File: src/rtl/serial_frame_receiver.sv
// -----------------------------------------------------------------------------
// serial_frame_receiver
//
// Receive end of the interleaver hardware-test serial link. A frame starts on
// the cycle where look_now_in is high; that cycle carries bit 0, and every
// following rising edge carries the next bit. Bits are packed MSB-first into
// bytes. The frame length (SHORT_LEN or LONG_LEN bits) is chosen by
// flag_long_in on the start cycle only. A start strobe that arrives before the
// final bit of the current frame has been taken aborts that frame and begins a
// new one on the same cycle.
//
// Ports
//   clock        in   1   system clock, rising edge active
//   notreset     in   1   asynchronous active-low reset
//   dataIn       in   1   serial data bit, sampled every rising edge
//   flag_long_in in   1   frame-size select, sampled on the frame-start cycle
//   look_now_in  in   1   frame-start strobe (cycle carrying bit 0)
//   byte_out     out  8   last completed byte, first received bit in bit 7
//   byte_valid   out  1   one-cycle pulse when byte_out updates
//   frame_done   out  1   one-cycle pulse with the last byte of a frame
//   frame_long   out  1   size of current / last frame (1 = LONG_LEN)
//   frame_err    out  1   one-cycle pulse when a frame is aborted
//   frame_count  out  16  completed frames, wraps
//   err_count    out  8   aborted frames, saturates at 255
//   busy         out  1   high while a frame is being received
// -----------------------------------------------------------------------------
module serial_frame_receiver #(
    parameter int SHORT_LEN = 1056,
    parameter int LONG_LEN  = 6144,
    parameter int CNT_W     = 13
) (
    input  logic        clock,
    input  logic        notreset,
    input  logic        dataIn,
    input  logic        flag_long_in,
    input  logic        look_now_in,
    output logic [7:0]  byte_out,
    output logic        byte_valid,
    output logic        frame_done,
    output logic        frame_long,
    output logic        frame_err,
    output logic [15:0] frame_count,
    output logic [7:0]  err_count,
    output logic        busy
);

    localparam logic [0:0] ST_IDLE = 1'b0;
    localparam logic [0:0] ST_RECV = 1'b1;

    // Index of the final bit of each frame size, as seen on the bit counter.
    localparam logic [CNT_W-1:0] SHORT_LAST = CNT_W'(SHORT_LEN - 1);
    localparam logic [CNT_W-1:0] LONG_LAST  = CNT_W'(LONG_LEN - 1);
    localparam logic [CNT_W-1:0] CNT_ONE    = CNT_W'(1);

    logic [0:0]       state_q,       state_d;
    logic [6:0]       shift_q,       shift_d;
    logic [CNT_W-1:0] cnt_q,         cnt_d;
    logic [7:0]       byte_q,        byte_d;
    logic             byte_valid_q,  byte_valid_d;
    logic             frame_done_q,  frame_done_d;
    logic             frame_long_q,  frame_long_d;
    logic             frame_err_q,   frame_err_d;
    logic [15:0]      frame_count_q, frame_count_d;
    logic [7:0]       err_count_q,   err_count_d;
    logic             busy_q,        busy_d;

    logic             last_bit_s;
    logic             byte_end_s;
    logic [7:0]       err_inc_s;

    // Decode the bit position currently on dataIn within the frame in progress.
    always_comb begin
        if (frame_long_q) begin
            last_bit_s = (cnt_q == LONG_LAST);
        end else begin
            last_bit_s = (cnt_q == SHORT_LAST);
        end
        byte_end_s = (cnt_q[2:0] == 3'd7);
        if (err_count_q == 8'hFF) begin
            err_inc_s = err_count_q;
        end else begin
            err_inc_s = err_count_q + 8'd1;
        end
    end

    // Next-state logic for the receive FSM and all registered outputs.
    always_comb begin
        state_d       = state_q;
        shift_d       = shift_q;
        cnt_d         = cnt_q;
        byte_d        = byte_q;
        byte_valid_d  = 1'b0;
        frame_done_d  = 1'b0;
        frame_long_d  = frame_long_q;
        frame_err_d   = 1'b0;
        frame_count_d = frame_count_q;
        err_count_d   = err_count_q;

        case (state_q)
            ST_IDLE: begin
                if (look_now_in) begin
                    // Bit 0 of a new frame; older shift contents are pushed
                    // out before the first byte boundary is reached.
                    shift_d      = {shift_q[5:0], dataIn};
                    cnt_d        = CNT_ONE;
                    frame_long_d = flag_long_in;
                    state_d      = ST_RECV;
                end else begin
                    state_d = ST_IDLE;
                end
            end
            ST_RECV: begin
                if (look_now_in) begin
                    // Early strobe: drop the partial frame and restart with the
                    // current bit as bit 0. No byte or frame pulse this edge.
                    frame_err_d  = 1'b1;
                    err_count_d  = err_inc_s;
                    shift_d      = {shift_q[5:0], dataIn};
                    cnt_d        = CNT_ONE;
                    frame_long_d = flag_long_in;
                    state_d      = ST_RECV;
                end else begin
                    shift_d = {shift_q[5:0], dataIn};
                    cnt_d   = cnt_q + CNT_ONE;
                    if (byte_end_s) begin
                        byte_d       = {shift_q, dataIn};
                        byte_valid_d = 1'b1;
                    end else begin
                        byte_valid_d = 1'b0;
                    end
                    if (last_bit_s) begin
                        frame_done_d  = 1'b1;
                        frame_count_d = frame_count_q + 16'd1;
                        cnt_d         = {CNT_W{1'b0}};
                        state_d       = ST_IDLE;
                    end else begin
                        state_d = ST_RECV;
                    end
                end
            end
            default: begin
                state_d = ST_IDLE;
                cnt_d   = {CNT_W{1'b0}};
            end
        endcase

        busy_d = (state_d == ST_RECV);
    end

    // State and output registers with asynchronous clear.
    always_ff @(posedge clock or negedge notreset) begin
        if (!notreset) begin
            state_q       <= ST_IDLE;
            shift_q       <= 7'd0;
            cnt_q         <= {CNT_W{1'b0}};
            byte_q        <= 8'd0;
            byte_valid_q  <= 1'b0;
            frame_done_q  <= 1'b0;
            frame_long_q  <= 1'b0;
            frame_err_q   <= 1'b0;
            frame_count_q <= 16'd0;
            err_count_q   <= 8'd0;
            busy_q        <= 1'b0;
        end else begin
            state_q       <= state_d;
            shift_q       <= shift_d;
            cnt_q         <= cnt_d;
            byte_q        <= byte_d;
            byte_valid_q  <= byte_valid_d;
            frame_done_q  <= frame_done_d;
            frame_long_q  <= frame_long_d;
            frame_err_q   <= frame_err_d;
            frame_count_q <= frame_count_d;
            err_count_q   <= err_count_d;
            busy_q        <= busy_d;
        end
    end

    assign byte_out    = byte_q;
    assign byte_valid  = byte_valid_q;
    assign frame_done  = frame_done_q;
    assign frame_long  = frame_long_q;
    assign frame_err   = frame_err_q;
    assign frame_count = frame_count_q;
    assign err_count   = err_count_q;
    assign busy        = busy_q;

    serial_frame_receiver_chk u_chk (
        .clock      (clock),
        .notreset   (notreset),
        .byte_valid (byte_valid_q),
        .frame_done (frame_done_q),
        .frame_err  (frame_err_q),
        .busy       (busy_q)
    );

endmodule

// -----------------------------------------------------------------------------
// serial_frame_receiver_chk
//
// Output-relationship properties of the receiver.
// Ports: clock, notreset, and the byte_valid/frame_done/frame_err/busy outputs.
// -----------------------------------------------------------------------------
module serial_frame_receiver_chk (
    input logic clock,
    input logic notreset,
    input logic byte_valid,
    input logic frame_done,
    input logic frame_err,
    input logic busy
);

    a_done_with_byte : assert property (@(posedge clock) disable iff (!notreset)
        frame_done |-> byte_valid);

    a_err_no_byte : assert property (@(posedge clock) disable iff (!notreset)
        frame_err |-> !byte_valid);

    a_err_stays_busy : assert property (@(posedge clock) disable iff (!notreset)
        frame_err |-> busy);

    a_done_goes_idle : assert property (@(posedge clock) disable iff (!notreset)
        frame_done |-> !busy);

endmodule

File: config.mk
export PLATFORM = sky130hd
export DESIGN_NAME = serial_frame_receiver
export DESIGN_NICKNAME = d
export VERILOG_FILES = /design/src/rtl/serial_frame_receiver.sv
export SDC_FILE = /design/constraint.sdc
export NUM_CORES = 1
export LEC_CHECK = 0
export BUFFER_PORTS_ARGS = -buffer_cell sky130_fd_sc_hd__buf_2
export CAP_MARGIN = 40
export CORE_MARGIN = 2
export CORE_UTILIZATION = 25
export CTS_BUF_LIST = sky130_fd_sc_hd__clkbuf_8 sky130_fd_sc_hd__clkbuf_16
export DETAILED_ROUTE_END_ITERATION = 10
export MAX_ROUTING_LAYER = met4
export PLACE_DENSITY = 0.55
export REMOVE_ABC_BUFFERS = 1
export SYNTH_ARGS = -nofsm -noshare
export SYNTH_HDL_FRONTEND = slang
export SYNTH_SLANG_ARGS = --single-unit
File: constraint.sdc
create_clock -name clock -period 2.04 [get_ports clock]
set_clock_uncertainty 0.2 [all_clocks]
set_input_delay 0.306 -clock clock [delete_from_list [all_inputs] [get_ports clock]]
set_output_delay 0.306 -clock clock [all_outputs]
set_load 0.005 [all_outputs]
# Yosys cells after proc, flatten, opt, wreduce, memory -nomap -nowiden
# Cells that the tools add are included.
[op_classes]
addsub = 3
eq_ne = 5
n_mux = 19
n_bitwise = 3
n_reduce_logical = 3
[op_table]
columns = ["op", "count"]
rows = [
  ["13-bit two-way mux", 3],
  ["13-bit one-hot mux with 2 select lines", 1],
  ["16-bit by 1-bit adder with 16-bit output (second input constant)", 1],
  ["7-bit one-hot mux with 2 select lines", 1],
  ["13-bit by 1-bit adder with 13-bit output (second input constant)", 1],
  ["13-bit by 11-bit == test with 1-bit output (second input constant)", 1],
  ["13-bit == test (second input constant)", 1],
  ["1-bit two-way mux", 12],
  ["3-bit AND reduction", 3],
  ["8-bit by 1-bit adder with 8-bit output (second input constant)", 1],
  ["8-bit == test (second input constant)", 1],
  ["7-bit two-way mux", 1],
  ["3-bit == test (second input constant)", 1],
  ["1-bit inverter", 3],
  ["2-bit != test (second input constant)", 1],
  ["1-bit one-hot mux with 2 select lines", 1],
]
[word_totals]
register_bits = 57
wordCells = 43

# Logic depth before layout (Yosys ltp)
# Gate-level depths: netlist of run 1.
[depth]
depth_word = 5
depth_mapped = 7

# Worst setup path before layout of run 1
# No wires, ideal clock.
[synth_timing]
path_kind = "register to register"
from = "register cnt_q[5]"
to = "register cnt_q[9]"
arrival_ns = 1.827
required_time_ns = 1.716
slack_ns = -0.111
path_stages_with_launch = 7
synth_period_minus_slack_ns = 2.151
cell_sequence = "dfrtp_1 or4_4 nor4_4 o21ai_2 buf_6 and4_1 a211o_1"
[synth_via]
elab_chain_cells = 5
word_cells_on_any_way = 7
[synth_lines]
columns = ["item", "line", "text"]
rows = [
  ["start: declaration", "57", "logic [CNT_W-1:0] cnt_q, cnt_d;"],
  ["start signal: assignment", "155", "cnt_q <= {CNT_W{1'b0}};"],
  ["start signal: assignment", "167", "cnt_q <= cnt_d;"],
  ["branches (longest 2 deep; another with 13-bit by 1-bit adder with 13-bit output)", "-", ""],
  ["13-bit two-way mux *", "131", "if (last_bit_s) begin"],
  ["13-bit two-way mux *", "113", "if (look_now_in) begin"],
  ["13-bit one-hot mux with 2 select lines *", "99", "case (state_q)"],
]
# Mark *: on every way between the ends.
# A chain may end at the register's enable or synchronous reset.

# Worst setup path after layout of run 1
# Same ends and word-level chain as after synthesis.

==> results.toml, run 1 <==
[logic_synthesis]
synth_flop_cell = "dfrtp_1"
synth_enable_flop_cells = 0
syn_area_per_cell_um2 = 11.7
yosysSeqAreaShare_pct = 55.6
ys_warn_count = 0
synth-seq-cells = 57
synthArstFlopShare_pct = 100
yosysUniqueCellTypes = 33
synthesis.area_um2 = 2560
syn_inst = 220

[floorplanning]
core_um2 = 9860
die-height_um = 105
num_rows = 36
die_w_um = 105
dieArea_um2 = 11100
io_pins = 42
initial_utilization_pct = 26.0

[setup_path]
cp_max_fo = 5
start_kind = "flip-flop"
cp.arrival_ns = 2.18
setup.worst_path.end_class = "flip-flop"
worstPathRequired_ns = 2.06
crit_type = "flip-flop to flip-flop"

[power_and_ir_drop]
power_density_nw_per_um2 = 862
power.total_mw = 2.98
power_leakage_nw = 1.67
vdd_drop_max_mv = 0.298

[global_route]
antenna_found_initial = 0
grt_usage_pct = 11.2
grt_max_degree = 58
grt_pass1_wl_um = 9450
grt_pass1_vias = 1973
grt_overflow = 0

[clock_network]
cts_root_buf = "clkbuf_8"
clk-insertion-delay-late_ns = 0.33
cts_buffers = 9
clock_tree.buffer_depth = 2
h-tree-depth = 3
cts_num_sinks = 57
cts_tree = "done"
clk_pin_slew_ns = 0.07

[timing]
setup_violations = 15
maxSlewHeadroom_pct = 72.0
tightest_slew_ns = 0.418
rsz0062_at_grt = "true"
min_period_ns = 2.17
fin_crit_sh_pct = 106
clock.fmax_mhz = 462
layout_setup_ws_ns = -0.126
hold_viol = 0
slew_violations = 0

[drt]
drc = 0
drtIter0Drc = 105
route.met3.wl_um = 188
wl_per_cell_um = 13.3
routed-wl-met2_um = 2670
routed_wl_um = 5800
ant_nets = 0
vias = 1991
dr.max_layer_used = "met4"
drt-met1-wl_um = 2790
dr.pass1.iters = 4
viasPerCell = 4.58

[flow_run]
drv_cap = 0

[cells_and_area]
drive_gt1_share_pct = 41.7
nets = 306
final_util_pct = 35.1
area_delta_synth_final_pct = 34.9
diodes = 0

[place]
port_buffers = 41
gp_congestion = 0.807
hpwl_um = 3790

[status]
status = "finished, violations left"
violations = "setup timing"

[worst_hold_path]
hold_path.class = "input port to flip-flop"
worst paths after layout:
| kind | start | end | slack [ns] | depth (start not counted) |
|---|---|---|---|---|
| min in group asynchronous | notreset | byte_valid | 0.29 | 3 |
| setup / recovery | cnt_q[5] | cnt_q[9] | -0.13 | 6 |
| setup reg to reg | cnt_q[5] | cnt_q[9] | -0.13 | 6 |
| hold reg to reg | frame_count[15] | frame_count[15] | 0.28 | 1 |
| max in group asynchronous | notreset | cnt_q[1] | 1.07 | 3 |
| hold / removal | dataIn | shift_q[0] | 0.02 | 2 |
report_power, final:
part	internal (mW)	total (mW)	switching, mW
Combinational	0.242	0.423	0.181
Clock	0.687	1.17	0.486
Sequential	1.27	1.39	0.112
Total	2.20	2.98	0.780
kinds of logic (layout without fill, tap and decap cells):
group	after synthesis	after routing	share of synthesized area [%]
simple gates	88	88	19.2
xor+xnor	23	23	7.85
compound gates	18	19	5.41
mux	18	18	7.90
fa+ha+maj	4	4	1.95
buf+inv	12	93	2.05
flops	57	57	55.6
cells in the final DEF (no fill, tap or decap), types with 2 or more instances in the layout:
master      synthesis  routed
or3_1               4       4
and3_1              4       4
inv_1               7       7
nor3_1              6       2
o21ai_2             1       2
nand3_2             0       2
a22o_1              3       3
xnor2_1            13      13
xor2_1             10      10
buf_6               1       2
buf_4               0      25
nand2_1            17      15
clkinvlp_4          0       2
nor2_1             14      10
nand4_1            14      14
ha_1                4       4
nor3_2              0       4
buf_2               0      41
nand3_1            18      16
mux2_2             18      17
and4_1              4       4
clkinv_2            0       2
bufinv_16           0       2
dfrtp_1            57      57
clkbuf_8            0       9
nor4_4              2       2
a31oi_1             4       4
nor2_2              0       4
registers in the layout, indices dropped and copies added, names as in the netlist:
register	flops
frame_count	16
cnt_q	13
byte_out	8
err_count	8
shift_q	7
busy	1
byte_valid	1
frame_done	1
frame_err	1
frame_long	1
cell usage after synthesis, types with 2 or more instances:
cell,instances,area [µm²]
a22o_1,3,26.3
o21ai_0,3,15.0
nand3_1,18,90.1
and3_1,4,25.0
xor2_1,10,87.6
clkbuf_1,4,15.0
ha_1,4,50.1
or3_1,4,25.0
dfrtp_1,57,1430
a31oi_1,4,25.0
and4_1,4,35.0
mux2_2,18,203
nor4_4,2,42.5
xnor2_1,13,114
nor2_1,14,52.6
nor3_1,6,30.0
nand4_1,14,87.6
inv_1,7,26.3
nand2_1,17,63.8
area by class of cell:
cell class	instances	area, µm²
tap	133	166
inverter	7	26.3
clock buffer	9	124
multi-input combinational	152	1180
timing repair buffer	70	445
clock inverter	7	93.8
sequential	57	1430
fill	988	6400
layer usage:
layer	GRT usage (%)	vias up
met4	5.81	0
met1	14.4	993
met3	3.03	10
met5	-	-
li1	-	950
met2	16.0	38
timing repair:
action / 4_1_cts / 5_1_grt
gates cloned: 0 / 1
resized for setup: 15 / 9
hold buffers: 1 / 0
hold endpoints to repair: 57 / 0
buffers inserted: 4 / 2
setup endpoints to repair: 21 / 26
pin swaps: 11 / 5
stage by stage:
step / worst slack (ns) / hold WS [ns] / setup TNS, ns / instance area [µm²] / instances
finish: -0.126 / 0.0152 / -0.952 / 3460 / 435
global route: -0.198 / 0.0169 / -2.59 / 3460 / 435
CTS: -0.138 / 0.000320 / -1.25 / 3410 / 433
detailed placement: -0.137 / 0.137 / -0.967 / 3100 / 412
global placement: -0.122 / 0.133 / -0.518 / 3100 / 412
floorplan: -0.155 / -0.190 / -0.562 / 2540 / 215
critical path: stages, from the launching register on:
cell     delay, ns
dfrtp_1       0.38
or4_4         0.54
nor4_4        0.21
buf_4         0.18
o21ai_4       0.08
and4_1        0.20
a211o_1       0.26
Note: power is estimated with default switching activity, not from simulation.
==> inputs of run 2 (changes only) <==
- CTS_CLUSTER_DIAMETER: not set -> 120
- RECOVER_POWER: not set -> 25
==> run 2 against run 1 <==
  * The run still ends with setup timing left
  * Setup slack is the same
  * Sequential cell count is the same
  * Global-route usage is the same
  * Count of clock-buffer cells in the layout is the same
  * Routed wire length shrank 0.10%
  * Non-clock buffer count is the same
  * Clock power is essentially flat
  * Cell area shrank 0.36%
  * Via count is the same
  * Worst hold slack is the same
  * Cell count is the same
  * Largest power group unchanged
==> results.toml, run 2 (synthesis gave the netlist of run 1 again) <==
[status]
status = "finished, violations left"
violations = "setup timing"

[clock_network]
cts_tree = "done"
clk_pin_slew_ns = 0.07
clock_tree.buffer_depth = 2
cts_root_buf = "clkbuf_8"
h-tree-depth = 3
cts_buffers = 9
clk-insertion-delay-late_ns = 0.33
cts_num_sinks = 57

[setup_path]
timing.rr.end = "cnt_q[9]"
crit_chain = "or4_4, nor4_4, buf_4, o21ai_4, and4_1, a211o_1"
crit_type = "flip-flop to flip-flop"
setup.worst_path.end_class = "flip-flop"
cp_top_family = "simple AND/OR/NAND/NOR gates"
cp_max_fo = 5
cp.arrival_ns = 2.18
worst-path-buf-inv = 1
rrSetupSlack_ns = -0.13
worstPathRequired_ns = 2.06
reg2reg_from = "cnt_q[5]"
max_stage_delay_ns = 0.54
start_kind = "flip-flop"
critPathSlowestCell = "or4_4"
r2r_cells = 6

[worst_hold_path]
hold_start = "dataIn"
hold_depth = 2
min_to = "shift_q[0]"
hold_path.class = "input port to flip-flop"

[cells_and_area]
final_area_um2 = 3450
area_delta_synth_final_pct = 34.4
drive_gt1_share_pct = 41.7
final_cells = 435
largest_register_ffs = 16
diodes = 0
nets = 306
final_common_cell = "dfrtp_1"
final_cell_mix = "57 x dfrtp_1, 41 x buf_2, 25 x buf_4"

[floorplanning]
num_rows = 36
die_w_um = 105
dieArea_um2 = 11100
initial_utilization_pct = 26.0
core_um2 = 9860
die-height_um = 105
io_pins = 42

[power_and_ir_drop]
power.total_mw = 2.98
vdd_drop_max_mv = 0.298
power_leakage_nw = 1.66
power_density_nw_per_um2 = 864

[timing]
layout_setup_ws_ns = -0.126
setup_violations = 15
setup-tns-final_ns = -0.952
fin_crit_sh_pct = 106
min_period_ns = 2.17
rsz0062_at_grt = "true"
maxSlewHeadroom_pct = 47.2
hold_viol = 0
slew_violations = 0
tightest_slew_ns = 0.792
clock.fmax_mhz = 462

[drt]
wl_per_cell_um = 13.3
routed_wl_um = 5790
drtIter0Drc = 105
ant_nets = 0
viasPerCell = 4.58
vias = 1991
drc = 0
dr.pass1.iters = 4

[global_route]
antenna_found_initial = 0
grt_pass1_vias = 1973
grt_usage_pct = 11.2
grt_overflow = 0
grt_pass1_wl_um = 9450
grt_max_degree = 58

[place]
port_buffers = 41
placed_cells = 412
pre_cts_ws_ns = -0.137
placed_area_um2 = 3100
hpwl_um = 3790
gp_congestion = 0.807

[flow_run]
drv_cap = 0
## run 2: cell count changes in the layout (fill, tap and decap cells not counted)
cell	delta
buf_12	-1
clkbuf_4	+1
## run 2: worst max path at each step
stage | to | cells after the start | start
2_1_floorplan | cnt_q[5] | 5 | cnt_q[5]
3_3_place_gp | cnt_q[5] | 5 | cnt_q[5]
3_5_place_dp | cnt_q[5] | 5 | cnt_q[5]
4_1_cts | frame_count[1] | 5 | cnt_q[5]
5_1_grt | cnt_q[9] | 6 | cnt_q[5]
6_report | cnt_q[9] | 6 | cnt_q[5]
## run 2: final cells by class
class,count,area [µm²]
clock buffers,9,124
clock inverters,7,93.8
fillers,989,6420
inverters,7,26.3
multi-input cells,152,1180
flip-flops and latches,57,1430
well taps,133,166
repair buffers,70,433
## run 2: report_power, final
group | internal, mW | switching (mW)
logic | 0.239 | 0.181
clock network | 0.687 | 0.486
registers | 1.27 | 0.112
total | 2.20 | 0.779
## run 2: worst reg2reg max path, cell delays in order (launching register included)
cell and delay (ns):
dfrtp_1 0.38, or4_4 0.54, nor4_4 0.21, buf_4 0.18
o21ai_4 0.08, and4_1 0.20, a211o_1 0.26
## run 2: per-layer routing
metal | vias to the layer above | wire length (µm) | GRT usage [%]
li1 | 950 | - | -
met2 | 38 | 2670 | 16.0
met3 | 10 | 188 | 3.03
met5 | - | 0 | -
met1 | 993 | 2790 | 14.4
met4 | 0 | 141 | 5.81
## run 2: through the flow
| stage | utilization, % | hold slack, ns |
|---|---|---|
| 2_1_floorplan | - | -0.190 |
| 3_3_place_gp | 31.4 | 0.133 |
| 3_5_place_dp | 31.4 | 0.137 |
| 4_1_cts | 34.6 | 0.000320 |
| 5_1_grt | 34.9 | 0.0169 |
| 6_report | 34.9 | 0.0152 |
## run 2: timing repair
item,4_1_cts,5_1_grt
gates cloned,0,1
buffers inserted,4,2
endpoints found under the hold margin,57,0
setup endpoints to repair,21,26
hold buffers,1,0
pin swaps,11,5
resized for setup,15,9
